==> src/rtl/hazard_ctrl_if.sv <==
// Hazard controller bundle: operand/dest fields in, forward selects and
// pipeline enables out. master = datapath side, slave = hazard_ctrl.
interface hazard_ctrl_if;
  logic [4:0]  id_rs;
  logic [4:0]  id_rt;
  logic [4:0]  ex_rs;
  logic [4:0]  ex_rt;
  logic [4:0]  ex_rd;
  logic        ex_mem_read;
  logic [4:0]  mem_rd;
  logic        mem_reg_write;
  logic [4:0]  wb_rd;
  logic        wb_reg_write;
  logic        mem_busy;
  logic [1:0]  forward_a;
  logic [1:0]  forward_b;
  logic        pc_write;
  logic        ifid_write;
  logic        idex_flush;
  logic        pipe_hold;
  logic        mem_timeout;
  logic [31:0] stall_count;

  modport master (
    output id_rs, id_rt, ex_rs, ex_rt, ex_rd, ex_mem_read,
    output mem_rd, mem_reg_write, wb_rd, wb_reg_write, mem_busy,
    input  forward_a, forward_b, pc_write, ifid_write,
    input  idex_flush, pipe_hold, mem_timeout, stall_count
  );

  modport slave (
    input  id_rs, id_rt, ex_rs, ex_rt, ex_rd, ex_mem_read,
    input  mem_rd, mem_reg_write, wb_rd, wb_reg_write, mem_busy,
    output forward_a, forward_b, pc_write, ifid_write,
    output idex_flush, pipe_hold, mem_timeout, stall_count
  );
endinterface

==> src/rtl/hazard_ctrl.sv <==
// Forwarding selects, load-use stall and mem-wait hold sequencing.
// Optional load-use stall counter: HAZARD_STALL_COUNT_EN.
module hazard_ctrl #(
  parameter int unsigned WAIT_LIMIT = 255
) (
  input  logic           clk,
  input  logic           rst_n,
  hazard_ctrl_if.slave   hz_if
);

  typedef enum logic [1:0] {
    RUN        = 2'd0,
    LOAD_STALL = 2'd1,
    MEM_WAIT   = 2'd2
  } state_t;

  localparam logic [15:0] LIMIT = 16'(WAIT_LIMIT);

  state_t      state;
  state_t      state_nxt;
  logic        hz;
  logic        busy;
  logic        pc_w;
  logic        ifid_w;
  logic        flush;
  logic        hold;
  logic [1:0]  fa;
  logic [1:0]  fb;
  logic [15:0] wait_cnt;
  logic        timeout;

  function automatic logic [1:0] fwd_sel(
    input logic [4:0] src,
    input logic [4:0] m_rd,
    input logic       m_we,
    input logic [4:0] w_rd,
    input logic       w_we
  );
    logic [1:0] sel;
    sel = 2'b00;
    if (m_we && m_rd != 5'd0 && m_rd == src)
      sel = 2'b10;
    else if (w_we && w_rd != 5'd0 && w_rd == src)
      sel = 2'b01;
    return sel;
  endfunction

  assign busy = hz_if.mem_busy;

  assign fa = fwd_sel(hz_if.ex_rs,
                      hz_if.mem_rd, hz_if.mem_reg_write,
                      hz_if.wb_rd, hz_if.wb_reg_write);
  assign fb = fwd_sel(hz_if.ex_rt,
                      hz_if.mem_rd, hz_if.mem_reg_write,
                      hz_if.wb_rd, hz_if.wb_reg_write);

  assign hz = hz_if.ex_mem_read
           && hz_if.ex_rd != 5'd0
           && (hz_if.ex_rd == hz_if.id_rs
            || hz_if.ex_rd == hz_if.id_rt);

  // The cycle after a bubble masks hz so each hazard costs one stall.
  always_comb begin
    state_nxt = RUN;
    pc_w      = 1'b1;
    ifid_w    = 1'b1;
    flush     = 1'b0;
    hold      = 1'b0;
    unique case (1'b1)
      busy: begin
        state_nxt = MEM_WAIT;
        pc_w      = 1'b0;
        ifid_w    = 1'b0;
        hold      = 1'b1;
      end
      (!busy && hz && state != LOAD_STALL): begin
        state_nxt = LOAD_STALL;
        pc_w      = 1'b0;
        ifid_w    = 1'b0;
        flush     = 1'b1;
      end
      default: begin
        state_nxt = RUN;
      end
    endcase
  end

  always_ff @(posedge clk or negedge rst_n) begin
    if (!rst_n) begin
      state <= RUN;
    end else begin
      state <= state_nxt;
    end
  end

  always_ff @(posedge clk or negedge rst_n) begin
    if (!rst_n) begin
      wait_cnt <= 16'd0;
      timeout  <= 1'b0;
    end else if (busy) begin
      if (wait_cnt != LIMIT)
        wait_cnt <= wait_cnt + 16'd1;
      if (wait_cnt == LIMIT - 16'd1)
        timeout <= 1'b1;
    end else begin
      wait_cnt <= 16'd0;
    end
  end

  // Reset forces the idle outputs regardless of the inputs.
  assign hz_if.forward_a   = rst_n ? fa : 2'b00;
  assign hz_if.forward_b   = rst_n ? fb : 2'b00;
  assign hz_if.pc_write    = !rst_n || pc_w;
  assign hz_if.ifid_write  = !rst_n || ifid_w;
  assign hz_if.idex_flush  = rst_n && flush;
  assign hz_if.pipe_hold   = rst_n && hold;
  assign hz_if.mem_timeout = timeout;

`ifdef HAZARD_STALL_COUNT_EN
  logic [31:0] scnt;

  always_ff @(posedge clk or negedge rst_n) begin
    if (!rst_n) begin
      scnt <= 32'd0;
    end else if (flush && scnt != 32'hFFFF_FFFF) begin
      scnt <= scnt + 32'd1;
    end
  end

  assign hz_if.stall_count = scnt;
`else
  assign hz_if.stall_count = 32'd0;
`endif

endmodule

==> src/flat_wrapper.sv <==
// flat-port wrapper written by rule: the top's interface ports become plain ports
module hazard_ctrl_flat 
#(
  parameter int unsigned WAIT_LIMIT = 255
)
  (clk, rst_n, hz_if_id_rs, hz_if_id_rt, hz_if_ex_rs, hz_if_ex_rt, hz_if_ex_rd, hz_if_ex_mem_read, hz_if_mem_rd, hz_if_mem_reg_write, hz_if_wb_rd, hz_if_wb_reg_write, hz_if_mem_busy, hz_if_forward_a, hz_if_forward_b, hz_if_pc_write, hz_if_ifid_write, hz_if_idex_flush, hz_if_pipe_hold, hz_if_mem_timeout, hz_if_stall_count);
  hazard_ctrl_if hz_if_i ();
  input  logic clk;
  input  logic rst_n;
  input wire logic [$bits(hz_if_i.id_rs)-1:0] hz_if_id_rs;
  input wire logic [$bits(hz_if_i.id_rt)-1:0] hz_if_id_rt;
  input wire logic [$bits(hz_if_i.ex_rs)-1:0] hz_if_ex_rs;
  input wire logic [$bits(hz_if_i.ex_rt)-1:0] hz_if_ex_rt;
  input wire logic [$bits(hz_if_i.ex_rd)-1:0] hz_if_ex_rd;
  input wire logic [$bits(hz_if_i.ex_mem_read)-1:0] hz_if_ex_mem_read;
  input wire logic [$bits(hz_if_i.mem_rd)-1:0] hz_if_mem_rd;
  input wire logic [$bits(hz_if_i.mem_reg_write)-1:0] hz_if_mem_reg_write;
  input wire logic [$bits(hz_if_i.wb_rd)-1:0] hz_if_wb_rd;
  input wire logic [$bits(hz_if_i.wb_reg_write)-1:0] hz_if_wb_reg_write;
  input wire logic [$bits(hz_if_i.mem_busy)-1:0] hz_if_mem_busy;
  output wire logic [$bits(hz_if_i.forward_a)-1:0] hz_if_forward_a;
  output wire logic [$bits(hz_if_i.forward_b)-1:0] hz_if_forward_b;
  output wire logic [$bits(hz_if_i.pc_write)-1:0] hz_if_pc_write;
  output wire logic [$bits(hz_if_i.ifid_write)-1:0] hz_if_ifid_write;
  output wire logic [$bits(hz_if_i.idex_flush)-1:0] hz_if_idex_flush;
  output wire logic [$bits(hz_if_i.pipe_hold)-1:0] hz_if_pipe_hold;
  output wire logic [$bits(hz_if_i.mem_timeout)-1:0] hz_if_mem_timeout;
  output wire logic [$bits(hz_if_i.stall_count)-1:0] hz_if_stall_count;
  assign hz_if_i.id_rs = hz_if_id_rs;
  assign hz_if_i.id_rt = hz_if_id_rt;
  assign hz_if_i.ex_rs = hz_if_ex_rs;
  assign hz_if_i.ex_rt = hz_if_ex_rt;
  assign hz_if_i.ex_rd = hz_if_ex_rd;
  assign hz_if_i.ex_mem_read = hz_if_ex_mem_read;
  assign hz_if_i.mem_rd = hz_if_mem_rd;
  assign hz_if_i.mem_reg_write = hz_if_mem_reg_write;
  assign hz_if_i.wb_rd = hz_if_wb_rd;
  assign hz_if_i.wb_reg_write = hz_if_wb_reg_write;
  assign hz_if_i.mem_busy = hz_if_mem_busy;
  assign hz_if_forward_a = hz_if_i.forward_a;
  assign hz_if_forward_b = hz_if_i.forward_b;
  assign hz_if_pc_write = hz_if_i.pc_write;
  assign hz_if_ifid_write = hz_if_i.ifid_write;
  assign hz_if_idex_flush = hz_if_i.idex_flush;
  assign hz_if_pipe_hold = hz_if_i.pipe_hold;
  assign hz_if_mem_timeout = hz_if_i.mem_timeout;
  assign hz_if_stall_count = hz_if_i.stall_count;
  hazard_ctrl #(.WAIT_LIMIT(WAIT_LIMIT)) u_core (.clk(clk), .rst_n(rst_n), .hz_if(hz_if_i));
endmodule
==> config.mk <==
export PLATFORM = sky130hd
export DESIGN_NAME = hazard_ctrl_flat
export DESIGN_NICKNAME = d
export VERILOG_FILES = /design/src/rtl/hazard_ctrl_if.sv /design/src/rtl/hazard_ctrl.sv /design/src/flat_wrapper.sv
export SDC_FILE = /design/constraint.sdc
export NUM_CORES = 1
export LEC_CHECK = 0
export ABC_AREA = 1
export BUFFER_PORTS_ARGS = -buffer_cell sky130_fd_sc_hd__buf_2
export CORE_MARGIN = 4
export CORE_UTILIZATION = 48
export DETAILED_ROUTE_END_ITERATION = 10
export PLACE_DENSITY = 0.81
export SYNTH_ARGS = -nofsm -noshare
export SYNTH_HDL_FRONTEND = slang
export SYNTH_SLANG_ARGS = --single-unit
export TNS_END_PERCENT = 1
==> constraint.sdc <==
create_clock -name clk -period 1.68 [get_ports clk]
set_input_delay 0.168 -clock clk [delete_from_list [all_inputs] [get_ports clk]]
set_output_delay 0.168 -clock clk [all_outputs]
set_load 0.05 [all_outputs]
-- Yosys cells after proc, flatten, opt, wreduce, memory -nomap -nowiden
Index checks and enable logic that the tools add are counted.
- register bits after elaboration: 19
- input port bits: 41
- $add $sub $neg: 1
- equality and inequality tests: 10
- multiplexer cells: 12
- reductions and logical operators: 21
- operators with widths (operator ; count):
    $mux 16 ; 2
    $eq 5x5->1 ; 6
    $add 16x1->16 const B ; 1
    $eq 16x8->1 const B ; 1
    $ne 16x8->1 const B ; 1
    $reduce_bool 5->1 ; 3
    $logic_and 1x1->1 ; 12
    $mux 2 ; 4
    $mux 1 ; 5
    $ne 2x1->1 const B ; 2
    $pmux 2 s2 ; 1
    $logic_not 1->1 ; 2
    $logic_or 1x1->1 ; 2
    $reduce_and 2->1 ; 1
    $reduce_or 2->1 ; 1

-- Logic depth before layout (Yosys ltp)
- word-level depth: 8
- mapped depth: 10
- gate-level depth less buffers: 9

-- Least setup slack after synthesis
Ideal clock, no wire load.
- path type: input port to output port
- start: in hz_if_mem_rd[2]
- end: out hz_if_forward_b[0]
- arrival time: 1.295 ns
- required time: 1.512 ns
- setup slack: 0.217 ns
- stages: 6
- path buffers: 0
- cells stage by stage: nor2_1 > nand2_1 > o21ai_0 > inv_1 > nand3_1 > nor2b_1
- word-level cells in the longest chain between the ends: 5
- elaborated cells between the ends (all ways): 6
- those cells by class: 1 x eq/ne; 2 x mux; 3 x reduce/logical
- RTL lines (what ; RTL line ; source):
    start, declared ; flat_wrapper.sv:16 ; input wire logic [$bits(hz_if_i.mem_rd)-1:0] hz_if_mem_rd;
    $reduce_bool 5->1 ; hazard_ctrl.sv:41 ; if (m_we && m_rd != 5'd0 && m_rd == src)
    $logic_and 1x1->1 ; hazard_ctrl.sv:41 ;
    $logic_and 1x1->1 (*) ; hazard_ctrl.sv:41 ;
    $mux 2 (*) ; hazard_ctrl.sv:41 ;
    $mux 2 (*) ; hazard_ctrl.sv:112 ; assign hz_if.forward_b = rst_n ? fb : 2'b00;
    end, declared ; flat_wrapper.sv:22 ; output wire logic [$bits(hz_if_i.forward_b)-1:0] hz_if_forward_b;
Every way passes the cells marked *; elsewhere a longest branch is shown, timed or not.

-- Final worst setup path
- start: reg u_core.state[1]
- end: out hz_if_idex_flush
- word-level cells in the longest chain between the ends: 4
- RTL lines (what ; RTL line ; source):
    start, declared ; hazard_ctrl.sv:19 ; state_t state;
    start signal, assigned ; hazard_ctrl.sv:92 ; state <= state_nxt;
    $ne 2x1->1 ; hazard_ctrl.sv:76 ; (!busy && hz && state != LOAD_STALL): begin
    $logic_and 1x1->1 ; hazard_ctrl.sv:76 ;
    $mux 1 ; hazard_ctrl.sv:69 ; unique case (1'b1)
    $logic_and 1x1->1 ; hazard_ctrl.sv:115 ; assign hz_if.idex_flush = rst_n && flush;
    end, declared ; flat_wrapper.sv:25 ; output wire logic [$bits(hz_if_i.idex_flush)-1:0] hz_if_idex_flush;
Every way passes these cells.

==> impl_table.tex <==
\begin{tabular}{lr}
\hline
Metric & Value \\
\hline
\multicolumn{2}{l}{\textbf{STA}} \\
\quad Final WS setup & 0.217 ns \\
\quad RSZ-0062 raised after global routing & no \\
\quad Max-slew violation count & 0 \\
\quad Setup TNS Final & 0 ns \\
\quad Count of endpoints failing setup in the final report & 0 \\
\quad Fmax achieved & 684 MHz \\
\quad Portion of the clock cycle consumed by the worst path in the final layout & 0.871 \\
\quad Final critical delay including setup and external delays & 1.46 ns \\
\quad Count of final hold-check violations & 0 \\
\quad Layout Skew & 0.00152 ns \\
\quad Final Hold Slack & 0.264 ns \\
\multicolumn{2}{l}{\textbf{Worst hold path}} \\
\quad Worst hold path startpoint & hz\_if\_mem\_busy \\
\quad Endpoint with the worst hold slack & u\_core.state[1] \\
\quad Worst hold stages & 2 \\
\quad Hold Crit Class & in -> reg \\
\multicolumn{2}{l}{\textbf{Layout}} \\
\quad Share of post-route cells with drive strength above 1 & 0.245 \\
\quad Area delta synth->final & 13.5\% \\
\quad Commonest cells after routing, fill and taps aside & nand2\_1, buf\_2, nor2\_1 \\
\quad Commonest non-fill, non-tap cell in the layout & nand2\_1 \\
\quad Final std cell area, no fill & $\sim$2100 um2 \\
\quad Final net count & 374 \\
\quad Final cell utilization of the core & 0.572 \\
\quad N\_diodes & 0 \\
\multicolumn{2}{l}{\textbf{GRT}} \\
\quad Met2 GRT Util & 0.267 \\
\quad Vias in the first global route & 1550 \\
\quad Total congestion overflow after global routing & 0 \\
\quad Met3 track demand over resource & 0.0142 \\
\quad Initial antenna violation count & 0 \\
\quad Met1 track utilization from global routing & 0.185 \\
\quad Overall Global Routing Usage & 0.152 \\
\quad Global-route wire length before repair & 6.38 mm \\
\quad Pin count of the biggest net entering global routing & 15 \\
\quad Top Usage Layer GRT & met2 \\
\multicolumn{2}{l}{\textbf{CTS}} \\
\quad Number of CTS-inserted buffers & 3 \\
\quad Post-CTS setup buffer count & 0 \\
\quad Clock Latency Late Sink & $\sim$0.26 ns \\
\quad Clock root buffer master & clkbuf\_8 \\
\quad Clock Pin Slew Worst Setup and Hold Paths & 0.07 ns \\
\quad Maximum level of the CTS H-tree & 1 \\
\quad Maximum count of clock buffers along a single path & 2 \\
\quad CTS tree & built \\
\quad Total clock sinks & 19 \\
\multicolumn{2}{l}{\textbf{Die}} \\
\quad Initial core utilization & 0.504 \\
\quad Area of the die & 5000 um2 \\
\quad Chip width & 70.7 um \\
\quad Chip height & 70.7 um \\
\quad Core ar. & 3740 um2 \\
\quad Ports & between 80 and 90 \\
\quad Number of core rows & 22 \\
\multicolumn{2}{l}{\textbf{Routing}} \\
\quad Drt drc & 0 \\
\quad Number of vias per cell & $\sim$4.5 \\
\quad Total vias in the final route & 1705 \\
\quad Average routed wire per standard cell & roughly 10 um \\
\quad Detailed Route Iter0 Violations & 34 \\
\quad Residual antenna-violating net count after detailed routing & 0 \\
\quad First-pass detailed-route iteration total & 4 \\
\quad Routed WL & 3.95 mm \\
\multicolumn{2}{l}{\textbf{Placed design}} \\
\quad Cell area reported after detailed placement & slightly above 2000 um2 \\
\quad Post-DP HPWL & 3.33 mm \\
\quad Post-placement worst setup slack & 0.319 ns \\
\quad Port Buffer Count & about 50 \\
\quad Weighted congestion reported at the end of routability-driven placement & 0.868 \\
\multicolumn{2}{l}{\textbf{Worst setup path}} \\
\quad Start of the worst register-to-register path & u\_core.wait\_cnt[1] \\
\quad Crit. End Element & output pin \\
\quad Reg2reg setup slack & around 0.31 ns \\
\quad Startpoint type of the worst setup path & flip-flop \\
\quad Worst reg2reg endpoint & u\_core.wait\_cnt[0] \\
\quad Number of cells on the worst reg-to-reg path & 8 \\
\quad Required time of the worst setup path & 1.51 ns \\
\quad CP Data Arrival Time & 1.29 ns \\
\quad Setup CP Type & reg -> out \\
\quad Maximum fanout count along the critical path & 3 \\
\multicolumn{2}{l}{\textbf{Yosys}} \\
\quad Part of the Yosys area used for sequential elements & 0.252 \\
\quad Register bit count reported by yosys & 19 \\
\quad Mean post-synth cell area & 6.87 um2 \\
\quad Largest area contributor in the synthesized netlist & dfrtp\_1 \\
\quad Cell types occupying the most area after synthesis & dfrtp\_1, buf\_4, nand2\_1 \\
\quad Number of distinct library cells after synthesis & 32 \\
\quad Area share of the largest cell type after synthesis & 0.252 \\
\quad YS warnings & 0 \\
\quad Summed instance area of the synthesized netlist & roughly 1900 um2 \\
\quad Mapped Cells & 275 \\
\multicolumn{2}{l}{\textbf{Pwr}} \\
\quad Power density normalized to cell area & 557 nW/um2 \\
\quad Peak ir drop on the vdd network & 0.292 mV \\
\quad Total leakage power & approximately 1.2 nW \\
\multicolumn{2}{l}{\textbf{Run status}} \\
\quad Run status & complete, no violations \\
\multicolumn{2}{l}{\textbf{Job}} \\
\quad Max-cap check violation count & 0 \\
\hline
\end{tabular}
## worst max-delay path: stages, from the launching register on
cell and delay, ns:
dfrtp_1 0.33, inv_1 0.04, a21oi_1 0.13, nand2_1 0.06
inv_1 0.04, nand2_1 0.08, nor2_1 0.09, buf_2 0.27
## kinds of logic after synthesis
family,after synthesis,synth area share
XOR/XNOR,22,0.102
other,1,0.00199
buffers and inverters,68,0.205
AO/OA/AOI/OAI,17,0.0504
adder cells (fa/ha/maj),2,0.0133
flip-flops,19,0.252
AND/OR/NAND/NOR,146,0.376
## where the power goes
group	switching [mW]	internal, mW	total [mW]
sequential	0.00831	0.465	0.473
combinational	0.296	0.107	0.403
clock	0.149	0.169	0.318
## how the worst max path moves through the flow
stage                       startpoint             endpoint  slack [ns]
floorplan              hz_if_mem_rd[2]   hz_if_forward_b[0]        0.22
global placement        hz_if_ex_rd[3]     hz_if_ifid_write        0.34
detailed placement  u_core.wait_cnt[0]   u_core.wait_cnt[0]        0.32
CTS                    u_core.state[1]       hz_if_pc_write        0.20
global route        u_core.wait_cnt[1]  u_core.wait_cnt[10]        0.12
finish                 u_core.state[1]     hz_if_idex_flush        0.22
## through the flow
step	std cells	power (mW)
floorplan	306	0.828
global placement	372	0.874
detailed placement	372	0.880
CTS	378	1.20
global route	378	1.25
finish	378	1.19
## sequential cells by signal, indices dropped and copies added, names as in the netlist
signal and cells:
u_core.hz_if.mem_timeout 1, u_core.wait_cnt 16, u_core.state 2
## cells in the mapped netlist
| library cell | n |
|---|---|
| nor3_2 | 2 |
| inv_2 | 3 |
| nor2_8 | 1 |
| o21ai_0 | 6 |
| xnor2_1 | 13 |
| clkbuf_1 | 1 |
| nor2_1 | 41 |
| o21ai_2 | 1 |
| or2_2 | 5 |
| nand3_1 | 21 |
| o21bai_1 | 1 |
| a21oi_1 | 8 |
| nor2b_1 | 1 |
| conb_1 | 1 |
| nor2_2 | 2 |
| nand4_1 | 5 |
| dfrtp_1 | 19 |
| nor3b_2 | 1 |
| nor2_4 | 1 |
| a31o_2 | 1 |
| ha_1 | 2 |
| buf_4 | 33 |
| buf_6 | 1 |
| nand2_4 | 2 |
| nor3_1 | 1 |
| nand4_4 | 1 |
| xor2_1 | 9 |
| nand3b_1 | 2 |
| inv_1 | 30 |
| nand2_1 | 55 |
| nand3_2 | 1 |
| nand2_2 | 4 |
## cell type report
cell class / count / area (um2)
clock buffers: 4 / 45.0
fillers: 363 / 1600
inverters: 33 / 124
multi-input cells: 219 / 1140
flip-flops and latches: 19 / 475
well taps: 48 / 60.1
repair buffers: 55 / 295
## repair_timing
item                      CTS  global route
resized for setup           0             0
hold endpoints to repair   19             0
hold buffers                2             0
## per-layer routing
metal,vias up,part of all wire
li1,896,-
met1,744,0.43
met2,60,0.48
met3,5,0.067
met4,0,0.016
met5,-,0
Note: power is estimated with default switching activity, not from simulation.
